$ cat src/rtl/result_collector_pkg.sv
// result_collector_pkg
// Shared types and constants for the classifier result collector.
//   state_e   : collector FSM states
//   NUM_CLASS : class scores packed per frame
//   IN_W      : width of an incoming signed partial sum
//   OUT_W     : width of one packed signed score
//   CNT_W     : lane counter width
//   SAT_MAX   : positive saturation value for OUT_W = 16
//   SAT_MIN   : negative saturation value for OUT_W = 16
package result_collector_pkg;

   localparam int unsigned NUM_CLASS = 10;
   localparam int unsigned IN_W      = 32;
   localparam int unsigned OUT_W     = 16;
   localparam int unsigned VEC_W     = NUM_CLASS * OUT_W;
   localparam int unsigned CNT_W     = 4;

   localparam logic [OUT_W-1:0] SAT_MAX = 16'h7FFF;
   localparam logic [OUT_W-1:0] SAT_MIN = 16'h8000;

   typedef enum logic [1:0] {
      StIdle,
      StCollect,
      StWrite,
      StDone
   } state_e;

endpackage

$ cat src/rtl/result_collector_saturate.sv
// score_saturate
// Combinational signed saturation from IN_W to OUT_W bits.
//   in_data  : signed input value
//   out_data : in_data clamped to the OUT_W signed range
module score_saturate #(
   parameter int unsigned IN_W  = 32,
   parameter int unsigned OUT_W = 16
) (
   input  logic [IN_W-1:0]  in_data,
   output logic [OUT_W-1:0] out_data
);

   // The value fits when every bit from the OUT_W sign bit upward matches.
   logic [IN_W-OUT_W:0] upper;
   logic                fits;

   assign upper = in_data[IN_W-1:OUT_W-1];
   assign fits  = (&upper) | ~(|upper);

   always_comb begin
      if (fits) begin
         out_data = in_data[OUT_W-1:0];
      end else if (in_data[IN_W-1]) begin
         out_data = {1'b1, {(OUT_W-1){1'b0}}};
      end else begin
         out_data = {1'b0, {(OUT_W-1){1'b1}}};
      end
   end

endmodule

$ cat src/rtl/result_collector.sv
// result_collector
// Collects NUM_CLASS serial partial sums, saturates each to OUT_W bits, packs
// them and commits the vector to the result buffer with a one-cycle strobe.
//   clk, rst            : clock, asynchronous active-high reset
//   start               : begin / restart frame collection
//   in_valid, in_data   : score stream (one beat per class, in lane order)
//   in_ready            : high while collecting
//   write_result_data   : packed scores, lane k at [16k+15:16k]
//   write_result_signal : one-cycle write strobe
//   result_valid        : result complete, held until result_ack
//   result_ack          : controller has read the result
//   busy                : collection or write in progress
module result_collector
   import result_collector_pkg::*;
(
   input  logic             clk,
   input  logic             rst,
   input  logic             start,
   input  logic             in_valid,
   input  logic [IN_W-1:0]  in_data,
   output logic             in_ready,
   output logic [VEC_W-1:0] write_result_data,
   output logic             write_result_signal,
   output logic             result_valid,
   input  logic             result_ack,
   output logic             busy
);

   localparam logic [CNT_W-1:0] LAST_LANE = CNT_W'(NUM_CLASS - 1);

   state_e               state_q, state_d;
   logic [CNT_W-1:0]     cnt_q, cnt_d;
   logic [VEC_W-1:0]     vec_q;
   logic [NUM_CLASS-1:0] lane_we;
   logic                 clear;
   logic                 accept;
   logic [OUT_W-1:0]     sat_score;

   score_saturate #(
      .IN_W  (IN_W),
      .OUT_W (OUT_W)
   ) u_sat (
      .in_data  (in_data),
      .out_data (sat_score)
   );

   // All outputs decode from state or come straight from registers.
   assign in_ready            = (state_q == StCollect);
   assign write_result_signal = (state_q == StWrite);
   assign result_valid        = (state_q == StDone);
   assign busy                = (state_q == StCollect) || (state_q == StWrite);
   assign write_result_data   = vec_q;

   // A start in COLLECT aborts the frame, so a same-cycle beat is dropped.
   assign accept = in_ready && in_valid && !start;

   always_comb begin
      state_d = state_q;
      cnt_d   = cnt_q;
      clear   = 1'b0;
      unique case (state_q)
         StIdle: begin
            if (start) begin
               state_d = StCollect;
               cnt_d   = '0;
               clear   = 1'b1;
            end
         end
         StCollect: begin
            if (start) begin
               cnt_d = '0;
               clear = 1'b1;
            end else if (in_valid) begin
               cnt_d = cnt_q + CNT_W'(1);
               if (cnt_q == LAST_LANE) begin
                  state_d = StWrite;
               end
            end
         end
         StWrite: begin
            state_d = StDone;
         end
         StDone: begin
            if (start) begin
               state_d = StCollect;
               cnt_d   = '0;
               clear   = 1'b1;
            end else if (result_ack) begin
               state_d = StIdle;
            end
         end
         default: begin
            state_d = StIdle;
         end
      endcase
   end

   always_comb begin
      lane_we = '0;
      for (int k = 0; k < int'(NUM_CLASS); k++) begin
         lane_we[k] = accept && (cnt_q == CNT_W'(k));
      end
   end

   always_ff @(posedge clk or posedge rst) begin
      if (rst) begin
         state_q <= StIdle;
         cnt_q   <= '0;
      end else begin
         state_q <= state_d;
         cnt_q   <= cnt_d;
      end
   end

   always_ff @(posedge clk or posedge rst) begin
      if (rst) begin
         vec_q <= '0;
      end else if (clear) begin
         vec_q <= '0;
      end else begin
         for (int k = 0; k < int'(NUM_CLASS); k++) begin
            if (lane_we[k]) begin
               vec_q[k*OUT_W +: OUT_W] <= sat_score;
            end
         end
      end
   end

endmodule
$ cat config.mk
export PLATFORM = sky130hd
export DESIGN_NAME = result_collector
export DESIGN_NICKNAME = d
export VERILOG_FILES = /design/src/rtl/result_collector_pkg.sv /design/src/rtl/result_collector_saturate.sv /design/src/rtl/result_collector.sv
export SDC_FILE = /design/constraint.sdc
export NUM_CORES = 1
export LEC_CHECK = 0
export BUFFER_PORTS_ARGS = -buffer_cell sky130_fd_sc_hd__buf_2
export CORE_MARGIN = 5
export CORE_UTILIZATION = 48
export CTS_CLUSTER_SIZE = 24
export DETAILED_ROUTE_END_ITERATION = 16
export GPL_TIMING_DRIVEN = 0
export PLACE_DENSITY = 0.74
export RECOVER_POWER = 100
export SYNTH_ARGS = -nofsm -noshare
export SYNTH_HDL_FRONTEND = slang
export SYNTH_SLANG_ARGS = --single-unit
$ cat constraint.sdc
create_clock -name clk -period 6.1 [get_ports clk]
set_clock_uncertainty 0.1 [all_clocks]
set_input_delay 1.22 -clock clk [delete_from_list [all_inputs] [get_ports clk]]
set_output_delay 1.22 -clock clk [all_outputs]
set_load 0.02 [all_outputs]
-- After elaboration in Yosys (flattened, before gate mapping)
Index checks and enable logic that the tools add are counted.
- bits in registers: 166
- latch bits: 0
- bits in writable memories: 0
- ROM bits: 0
- input bits: 37
- output and inout bits: 164
- memories: 0
- add/subtract/negate cells: 1
- multiply operators: 0
- div/mod/pow operators: 0
- $lt $le $gt $ge: 0
- equality and inequality tests: 19
- shift-type cells: 0
- mux-type cells: 26
- bitwise gates (word level): 2
- reductions and logical operators: 33
- operators with widths (operator ; number):
    $mux W16 ; 12
    $mux W160 ; 1
    $reduce_bool A2 Y1 ; 11
    $reduce_and A17 Y1 ; 1
    $reduce_or A17 Y1 ; 1
    $eq A4 B3 Y1 const B ; 4
    $logic_and A1 B1 Y1 ; 12
    $mux W2 ; 6
    $mux W4 ; 3
    $eq A4 B2 Y1 const B ; 2
    $eq A4 B4 Y1 const B ; 2
    $pmux W2 S4 ; 1
    $pmux W4 S2 ; 1
    $ne A2 B2 Y1 const B ; 3
    $reduce_and A5 Y1 ; 1
    $add A4 B1 Y4 const B ; 1
    $eq A2 B2 Y1 const B ; 2
    $eq A4 B1 Y1 const B ; 1
    $logic_not A4 Y1 ; 1
    $ne A2 B1 Y1 const B ; 2
    $ne A3 B2 Y1 const B ; 1
    $ne A3 B3 Y1 const B ; 1
    $reduce_and A3 Y1 ; 1
    $reduce_or A3 Y1 ; 1
    8 further kinds ; 9

-- Logic depth before layout (Yosys ltp)
Gate-level depths: netlist (run 1).
- depth after elaboration: 6
- depth in mapped cells: 10

-- Hierarchy
Synthesis (run 1) repeated with hierarchy kept, for this count alone.
- cells, all modules: 697
- area total of the unflattened synthesis: 7273.2 um^2
- modules (own cells, without submodules) (module ; times used ; cells an instance ; area each (um^2)):
    result_collector ; 1 ; 664 ; 7029.2
    score_saturate ; 1 ; 33 ; 244.0

-- Least setup slack after synthesis (run 1)
OpenSTA, ideal clock, no wires.
- path kind: input to register
- start point: input in_data[29]
- end point: register vec_q[130] (netlist: write_result_data[130])
- arrival: 2.798 ns
- required time: 5.899 ns
- path slack: 3.101 ns
- cell stages on the path: 8
- path through: nor4_1 nand4_1 or4_4 and2_4 buf_6 buf_6 buf_6 o311ai_2
- cells in the longest elaborated chain, start to end: 6
- elaborated cells between the ends (all ways): 7
- those cells by class: mux: 3; bitwise: 2; reduce/logical: 2
- ends and longest elaborated chain (what ; RTL line ; source):
    from (decl) ; result_collector.sv:20 ; input logic [IN_W-1:0] in_data,
    $reduce_or A17 Y1 ; result_collector_saturate.sv:18 ; assign fits = (&upper) | ~(|upper);
    $not A1 Y1 ; result_collector_saturate.sv:18 ;
    $or A1 B1 Y1 * ; result_collector_saturate.sv:18 ;
    $mux W16 * ; result_collector_saturate.sv:21 ; if (fits) begin
    $mux W16 * ; result_collector.sv:122 ; if (lane_we[k]) begin
    $mux W160 * ; result_collector.sv:118 ; end else if (clear) begin
    to (signal, indexed assignment) ; result_collector.sv:123 ; vec_q[k*OUT_W +: OUT_W] <= sat_score;
    to (decl) ; result_collector.sv:33 ; logic [VEC_W-1:0] vec_q;
Mark *: on every way between the ends. The rest lies on a longest branch, timed or not. The select of a mux whose other input is x is not followed.
A chain may end at the register's enable or synchronous reset.

-- Final worst setup path (run 1)
- start point: input in_data[25]
- end point: register vec_q[132] (netlist: write_result_data[132])
Same word-level chain as after synthesis.

==> results of run 1 <==
==> worst register-to-register path, stage by stage, from the launching register on <==
cell and delay, ns:
dfrtp_1 0.41, inv_1 0.13, ha_1 0.24, nand2b_1 0.12
clkbuf_1 0.41, clkbuf_1 0.38, nand2_1 0.55, o311ai_0 0.58
==> power groups by stage <==
| stage | logic (mW) | clock network (mW) | registers (mW) |
|---|---|---|---|
| global route | 0.595 | 1.08 | 1.18 |
| floorplan | 0.300 | 0 | 1.22 |
| detailed placement | 0.560 | 0 | 1.19 |
| finish | 0.554 | 1.03 | 1.18 |
| CTS | 0.562 | 1.03 | 1.18 |
| global placement | 0.549 | 0 | 1.20 |
==> Yosys cell counts (all sizes together) (3+ instances only) <==
master,instances,share of area (%)
nor2b,4,0.34
ha,8,1.3
nor2,21,1.1
o211ai,13,1.3
clkbuf,76,4.0
nand2,23,1.2
a21oi,5,0.34
dfrtp,166,56
or3b,3,0.35
o21ai,3,0.20
inv,7,0.35
nand4,7,0.59
nor4,4,0.34
buf,11,0.91
nand2b,3,0.25
mux2i,7,0.94
nand3,180,12
nand3b,3,0.30
o311ai,135,17
==> final cells by class <==
| class | instances | area share [%] |
|---|---|---|
| Timing Repair Buffer | 201 | 9.14 |
| Inverter | 7 | 0.307 |
| Buffer | 87 | 3.66 |
| Tap cell | 188 | 2.62 |
| Multi-Input combinational cell | 434 | 31.8 |
| Clock buffer | 22 | 5.29 |
| Antenna cell | 1 | 0.0279 |
| Clock inverter | 9 | 0.865 |
| Sequential cell | 166 | 46.3 |
==> how the worst max path moves through the flow <==
stage	slack, ns	startpoint	endpoint
2_1_floorplan	0.29	rst	cnt_q[0]$_DFFE_PP0P_
3_3_place_gp	-1.64	rst	write_result_data[152]$_DFFE_PP0P_
3_5_place_dp	2.43	in_data[25]	write_result_data[35]$_DFFE_PP0P_
4_1_cts	2.88	in_data[25]	write_result_data[35]$_DFFE_PP0P_
5_1_grt	2.24	in_data[21]	write_result_data[132]$_DFFE_PP0P_
6_report	2.37	in_data[25]	write_result_data[132]$_DFFE_PP0P_
==> kinds of logic after synthesis <==
family	count (synthesis)	share of synthesized area, %
simple gates	255	17.3
mux	7	0.942
compound gates	163	19.1
fa+ha+maj	8	1.35
xor+xnor	1	0.118
buf+inv	94	5.25
flops	166	55.9
==> layout by cell type, fill, tap and decap left out, types with 2 or more instances in the layout <==
master,instances
a21oi_1,5
clkbuf_16,17
nand4_1,7
nor2b_1,4
ha_1,8
o311ai_0,132
buf_2,34
nand2b_1,3
dfrtp_1,166
or3b_2,3
or3_1,2
clkbuf_8,3
a211o_1,2
o21ai_0,3
nand3_1,180
o311ai_1,2
nand2_1,23
clkbuf_1,254
inv_1,6
mux2i_1,7
nor4_1,4
nand3b_1,3
clkinvlp_4,3
nor2_1,21
o211ai_1,13
clkinv_2,5
==> per-stage QoR <==
step | instances | util [%]
global placement | 1082 | 57.1
detailed placement | 1083 | 57.3
finish | 1115 | 59.0
floorplan | 694 | -
CTS | 1114 | 60.9
global route | 1114 | 59.0
==> flip-flops by register name, summed over array words and instances (netlist names) <==
name	count
cnt_q	4
state_q	2
write_result_data	160
==> per-layer routing <==
layer  vias up  global-route usage, %  wire [um]
met5         -                      0          0
met4         0                   12.6        860
met3        49                   5.63       2100
met2       386                   42.3      11900
met1      3611                   39.4      10900
li1       3177                      -          -
==> reports/metrics.csv, run 1 <==
stage,metric,value,unit
outcome,status,"finished, violations left",
outcome,violations,"max-capacitance violations, max-slew violations",
sta,relSlewSlack,-75.4,%
clocking,cts_tree,built,
sta,fin_ws,2.37,ns
die,die_w,134,um
worst_setup_path,crit_family,simple AND/OR/NAND/NOR gates,
sta,setup_tns,0,ns
die,coreArea,15200,um^2
clocking,post-cts-setup-buffer-count,0,
placed_design,hpwl,16800,um
worst_setup_path,r2r_start,state_q[0]$_DFFE_PP0P_,
clocking,path_clk_slew,0.06,ns
worst_setup_path,critPathSlowestCell,or4_1,
worst_setup_path,worstSetupStartpointType,input port,
route,drt-pass1-iter-count,5,
route,antenna_left,0,
sta,slew_viol_final,57,
route,drt_wl_total,25700,um
min_path,hold_start,write_result_data[11]$_DFFE_PP0P_,
worst_setup_path,endpoint_kind,register,
global_routing,grt_pass1_vias,6737,
final_layout,ff_latch_area,4150,um^2
pwr,finalPower,2.76,mW
synthesis,synth_cell_types,37,
synthesis,async_flop_share,100,%
synthesis,yosysSeqAreaShare,55.9,%
route,drt-vias-per-instance,6.48,
worst_setup_path,r2r_slack,3.04,ns
clocking,cts_made_buffers,17,
worst_setup_path,path_buf_inv,4,
pwr,power_frac_seq,42.7,%
clocking,cts_root_buf,clkbuf_16,
placed_design,place_area,8710,um^2
placed_design,pre_cts_ws,2.43,ns
route,drt_iter0_markers,813,
placed_design,portBuffers,200,
sta,timing.final.crit_share,61.1,%
clocking,cts_resized,0,
worst_setup_path,worst-path-stages,9,
sta,worstMarginPinSlew,2.62,ns
route,wl_per_cell,23.0,um
clocking,cts.sinks,166,
global_routing,grt_max_degree,111,
sta,hold_violations,0,
pwr,switching_share,33.0,%
worst_setup_path,path_cells,buf_2 -> nor4_1 -> nand4_1 -> or4_1 -> and2_0 -> clkbuf_1 -> clkbuf_1 -> clkbuf_1 -> o311ai_0,
pwr,vdd_drop_max,0.210,mV
final_layout,fillerInstances,1474,
final_layout,drive_above_1_share,7.45,%
pwr,power_switching,910,uW
synthesis,synth_ff_type,dfrtp_1,
pwr,power.internal,1.85,mW
pwr,power.leakage,3.63,nW
clocking,clk_latency,0.43,ns
final_layout,nNetsFinal,959,
final_layout,finalInstanceArea,8970,um^2
worst_setup_path,criticalPathCategory,input port to register,
sta,max_freq,0.268,GHz
worst_setup_path,arrival,3.91,ns
min_path,holdPathStages,2,
min_path,hold_end,write_result_data[11]$_DFFE_PP0P_,
global_routing,grt_usage,28.0,%
worst_setup_path,path_common_cell,clkbuf_1,
min_path,min_path_type,register to register,
synthesis,synth_edf_count,0,
pwr,combPwrFrac,20.1,%
pwr,p_per_area,308,nW/um^2
worst_setup_path,rr_worst_depth,7,
sta,setup_viol,0,
synthesis,synth_warnings,0,
worst_setup_path,crit_path_max_incr_delay,0.50,ns
final_layout,area_delta_synth_final,20.6,%
synthesis,synthesis.instances,694,
sta,post-route-min-period,3.73,ns
pwr,pwr-share-clk,37.2,%
die,num_io_pins,201,
final_layout,multi_input_area,2850,um^2
clocking,h-tree-depth,4,
placed_design,place_congestion,0.880,
die,dieArea,18100,um^2
global_routing,grt_pass1_wl,38700,um
die,rows,45,
synthesis,synth.avg_cell_area,10.7,um^2
synthesis,synth_nets,739,
job,cap_violations,1,
synthesis,synth_seq_cells,166,
global_routing,gr-total-overflow,0,
clocking,clock_path_buffers,2,
synthesis,syn_area,7440,um^2
die,initial_core_util,48.9,%
sta,fin_hold_ws,0.403,ns
route,dr_total_vias,7223,
worst_setup_path,critPathRequiredTime,6.29,ns
route,route.detailed.drc,0,
global_routing,antenna_found_initial,0,
worst_setup_path,cp_max_fo,10,
die,die_y,134,um
worst_setup_path,r2r_end,write_result_data[132]$_DFFE_PP0P_,
sta,rsz0062_at_grt,no,
clocking,cts-hold-fix-buffers,0,
Power figures use the tool's default switching activity.
==> inputs of run 2 (changes only) <==
Settings changed: ABC_AREA set to 1, CORE_UTILIZATION 48 to 52, PLACE_DENSITY 0.74 to 0.77.
Clock period 6.1 ns to 3.5 ns, I/O delays scaled along.
==> run 2 against run 1 <==
Effect of this change:
- the flow now finishes without violations
- cell area shrank 1.5%
- setup slack lost 1.6 ns
- register-to-register slack lost 2.2 ns
- count of clock-buffer cells in the layout grew 1
- critical path depth is the same
- largest cell class unchanged
==> reports/metrics.csv, run 2 <==
stage,metric,value,unit,change
synthesis,synth_ff_type,dfrtp_1,,
route,route.detailed.drc,0,,unchanged
final_layout,multi_input_area,2690,um^2,-5.7%
pwr,vdd_drop_max,0.454,mV,+120%
synthesis,synth_warnings,0,,unchanged
pwr,power.internal,4.77,mW,+160%
clocking,cts.sinks,166,,unchanged
route,antenna_left,0,,unchanged
placed_design,hpwl,14700,um,-12%
synthesis,muxShareOfSynthArea,0,%,-0.94 points
sta,hold_violations,0,,unchanged
pwr,pwr-share-clk,21.3,%,-16 points
synthesis,synthTopCellsByArea,"dfrtp_1, nand2_1, nand3_1",,
placed_design,portBuffers,200,,unchanged
pwr,power_switching,3.90,mW,+330%
clocking,clk_latency,0.43,ns,about the same
pwr,switching_share,45.0,%,+12 points
synthesis,synth_top_area_cell,dfrtp_1,,
outcome,status,"complete, no violations",,
sta,relSlewSlack,10.3,%,+86 points
clocking,cts-hold-fix-buffers,0,,unchanged
worst_setup_path,cp_max_fo,10,,unchanged
die,rows,43,,-4.4%
synthesis,synth-adder-area-share,1.39,%,+0.040 points
synthesis,synth.avg_cell_area,8.72,um^2,-19%
final_layout,layout_common_cells,"nand2_1, clkbuf_1, dfrtp_1",,
placed_design,place_congestion,0.900,,+2.3%
placed_design,place_inst,1212,,+12%
worst_setup_path,criticalPathCategory,register to register,,
clocking,h-tree-depth,4,,unchanged
die,coreArea,13800,um^2,-9.4%
clocking,path_clk_slew,0.06,ns,about the same
global_routing,grt_use_met1,37.6,%,-1.8 points
final_layout,fillerInstances,1284,,-13%
synthesis,synthTopCellsByCount,"nand2_1, dfrtp_1, nand3_1, buf_2, inv_1",,
die,die_y,128,um,-4.9%
global_routing,grt_pass1_wl,33200,um,-14%
pwr,power.leakage,4.63,nW,+28%
final_layout,drive_above_1_share,12.1,%,+4.7 points
worst_setup_path,endpoint_kind,register,,
sta,worstMarginPinSlew,1.34,ns,-1.28 ns
global_routing,top_usage_layer,met2,,
global_routing,antenna_found_initial,0,,unchanged
synthesis,synth_most_common_cell,nand2_1,,
route,drt-pass1-iter-count,7,,+2
clocking,cts_tree,built,,
sta,setup_viol,0,,unchanged
sta,rsz0062_at_grt,no,,
global_routing,gr-total-overflow,0,,unchanged
final_layout,nNetsFinal,1096,,+14%
die,initial_core_util,52.4,%,+3.5 points
global_routing,grt_usage,26.6,%,-1.4 points
global_routing,use_met3,6.67,%,+1.0 points
synthesis,yosys.area.top_type_share,57.5,%,+1.7 points
pwr,power_frac_seq,37.7,%,-5.0 points
synthesis,synth_nets,873,,+18%
synthesis,synthesis.instances,828,,+19%
sta,setup_tns,0,ns,unchanged
final_layout,area_delta_synth_final,22.4,%,
pwr,combPwrFrac,41.1,%,+21 points
synthesis,synth_compound_area_share,1.13,%,-18 points
die,die_w,128,um,-4.9%
final_layout,final_common_cell,nand2_1,,
global_routing,grt_max_degree,39,,-65%
synthesis,syn_area,7220,um^2,-2.9%
global_routing,met2_usage,40.1,%,-2.1 points
job,cap_violations,0,,-1
min_path,min_path_type,register to register,,
pwr,p_per_area,982,nW/um^2,+220%
route,wl_per_cell,17.5,um,-24%
global_routing,grt_pass1_vias,6167,,-8.5%
sta,post-route-min-period,2.69,ns,
synthesis,async_flop_share,100,%,unchanged
synthesis,synth_edf_count,0,,unchanged
final_layout,finalNonFillerCells,1243,,+11%
die,dieArea,16300,um^2,-9.6%
clocking,post-cts-setup-buffer-count,0,,unchanged
route,drt-vias-per-instance,5.34,,-18%
clocking,cts_root_buf,clkbuf_16,,
worst_setup_path,worstSetupStartpointType,register,,
die,num_io_pins,201,,unchanged
synthesis,yosys.area_share.simple,35.0,%,+18 points
synthesis,synth_seq_cells,166,,unchanged
synthesis,synth_top_family_by_area,simple AND/OR/NAND/NOR gates,,
synthesis,yosysSeqAreaShare,57.5,%,+1.7 points
clocking,cts_resized,0,,unchanged
final_layout,antenna_cells,0,,-1
clocking,cts_made_buffers,17,,unchanged
synthesis,synth_cell_types,23,,-38%
worst_setup_path,critPathRequiredTime,3.77,ns,-2.52 ns
route,drt_iter0_markers,655,,-19%
clocking,clock_path_buffers,2,,unchanged
route,dr_total_vias,6636,,-8.1%
sta,timing.final.crit_share,76.8,%,
final_layout,ff_latch_area,4150,um^2,unchanged
sta,max_freq,0.372,GHz,
final_layout,largest_reg_flops,160,,unchanged
route,drt_wl_total,21800,um,-15%
sta,slew_viol_final,0,,-100%
synthesis,synth_xor_area_share,0,%,-0.12 points
worst_setup_path,arrival,2.95,ns,-0.96 ns
run 2: cell type report:
type | instances | area share [%]
clock buffer | 23 | 5.41
inverter | 27 | 1.19
tap | 180 | 2.55
sequential | 166 | 47.0
timing repair buffer | 204 | 9.74
multi-input combinational | 596 | 30.4
clock inverter | 8 | 1.12
buffer | 39 | 2.55
run 2: worst max-delay path: stages, from the launching register on:
cell and delay, ns:
dfrtp_1 0.43, inv_1 0.12, ha_1 0.22, nor2_1 0.11
inv_4 0.15, clkbuf_1 0.49, clkbuf_1 0.46, clkbuf_4 0.32
nand3_1 0.11, nand2_1 0.09
run 2: kinds of logic (layout without fill, tap and decap cells):
| group | after synthesis | after routing |
|---|---|---|
| buffers and inverters | 66 | 301 |
| AND/OR/NAND/NOR | 574 | 574 |
| adder cells (fa/ha/maj) | 8 | 8 |
| flip-flops | 166 | 166 |
| AO/OA/AOI/OAI | 14 | 14 |
run 2: worst paths after layout:
path,start,end,slack [ns],cells after the start
setup / recovery,state_q[0]$_DFFE_PP0P_,write_result_data[116]$_DFFE_PP0P_,0.81,9
hold / removal,write_result_data[63]$_DFFE_PP0P_,write_result_data[63]$_DFFE_PP0P_,0.37,2
setup reg to reg,state_q[0]$_DFFE_PP0P_,write_result_data[116]$_DFFE_PP0P_,0.81,9
hold reg to reg,write_result_data[63]$_DFFE_PP0P_,write_result_data[63]$_DFFE_PP0P_,0.37,2
max in group asynchronous,rst,write_result_data[94]$_DFFE_PP0P_,1.00,5
min in group asynchronous,rst,write_result_data[67]$_DFFE_PP0P_,0.45,2
run 2: metrics by stage:
step / area [um^2] / util (%) / total power, mW / hold slack [ns] / worst slack [ns]
2_1_floorplan: 7220 / - / 5.65 / 0.427 / 0.587
3_3_place_gp: 8450 / 61.4 / 6.99 / 0.349 / -0.395
3_5_place_dp: 8530 / 61.9 / 7.07 / 0.355 / 1.14
4_1_cts: 9110 / 66.1 / 8.93 / 0.269 / 1.18
5_1_grt: 8830 / 64.1 / 9.18 / 0.386 / 0.605
6_report: 8830 / 64.1 / 8.67 / 0.372 / 0.813
run 2: layer usage:
metal,part of all wire (%),routed length (um)
met5,0,0
met4,3.1,674
met3,8.4,1830
met2,46,10100
met1,42,9190
run 2: power groups by stage:
stage	logic, mW	clock network (mW)	registers (mW)
finish	3.56	1.85	3.27
global route	3.89	1.94	3.35
CTS	3.85	1.85	3.23
detailed placement	3.82	0	3.25
global placement	3.74	0	3.24
floorplan	1.46	0	4.19
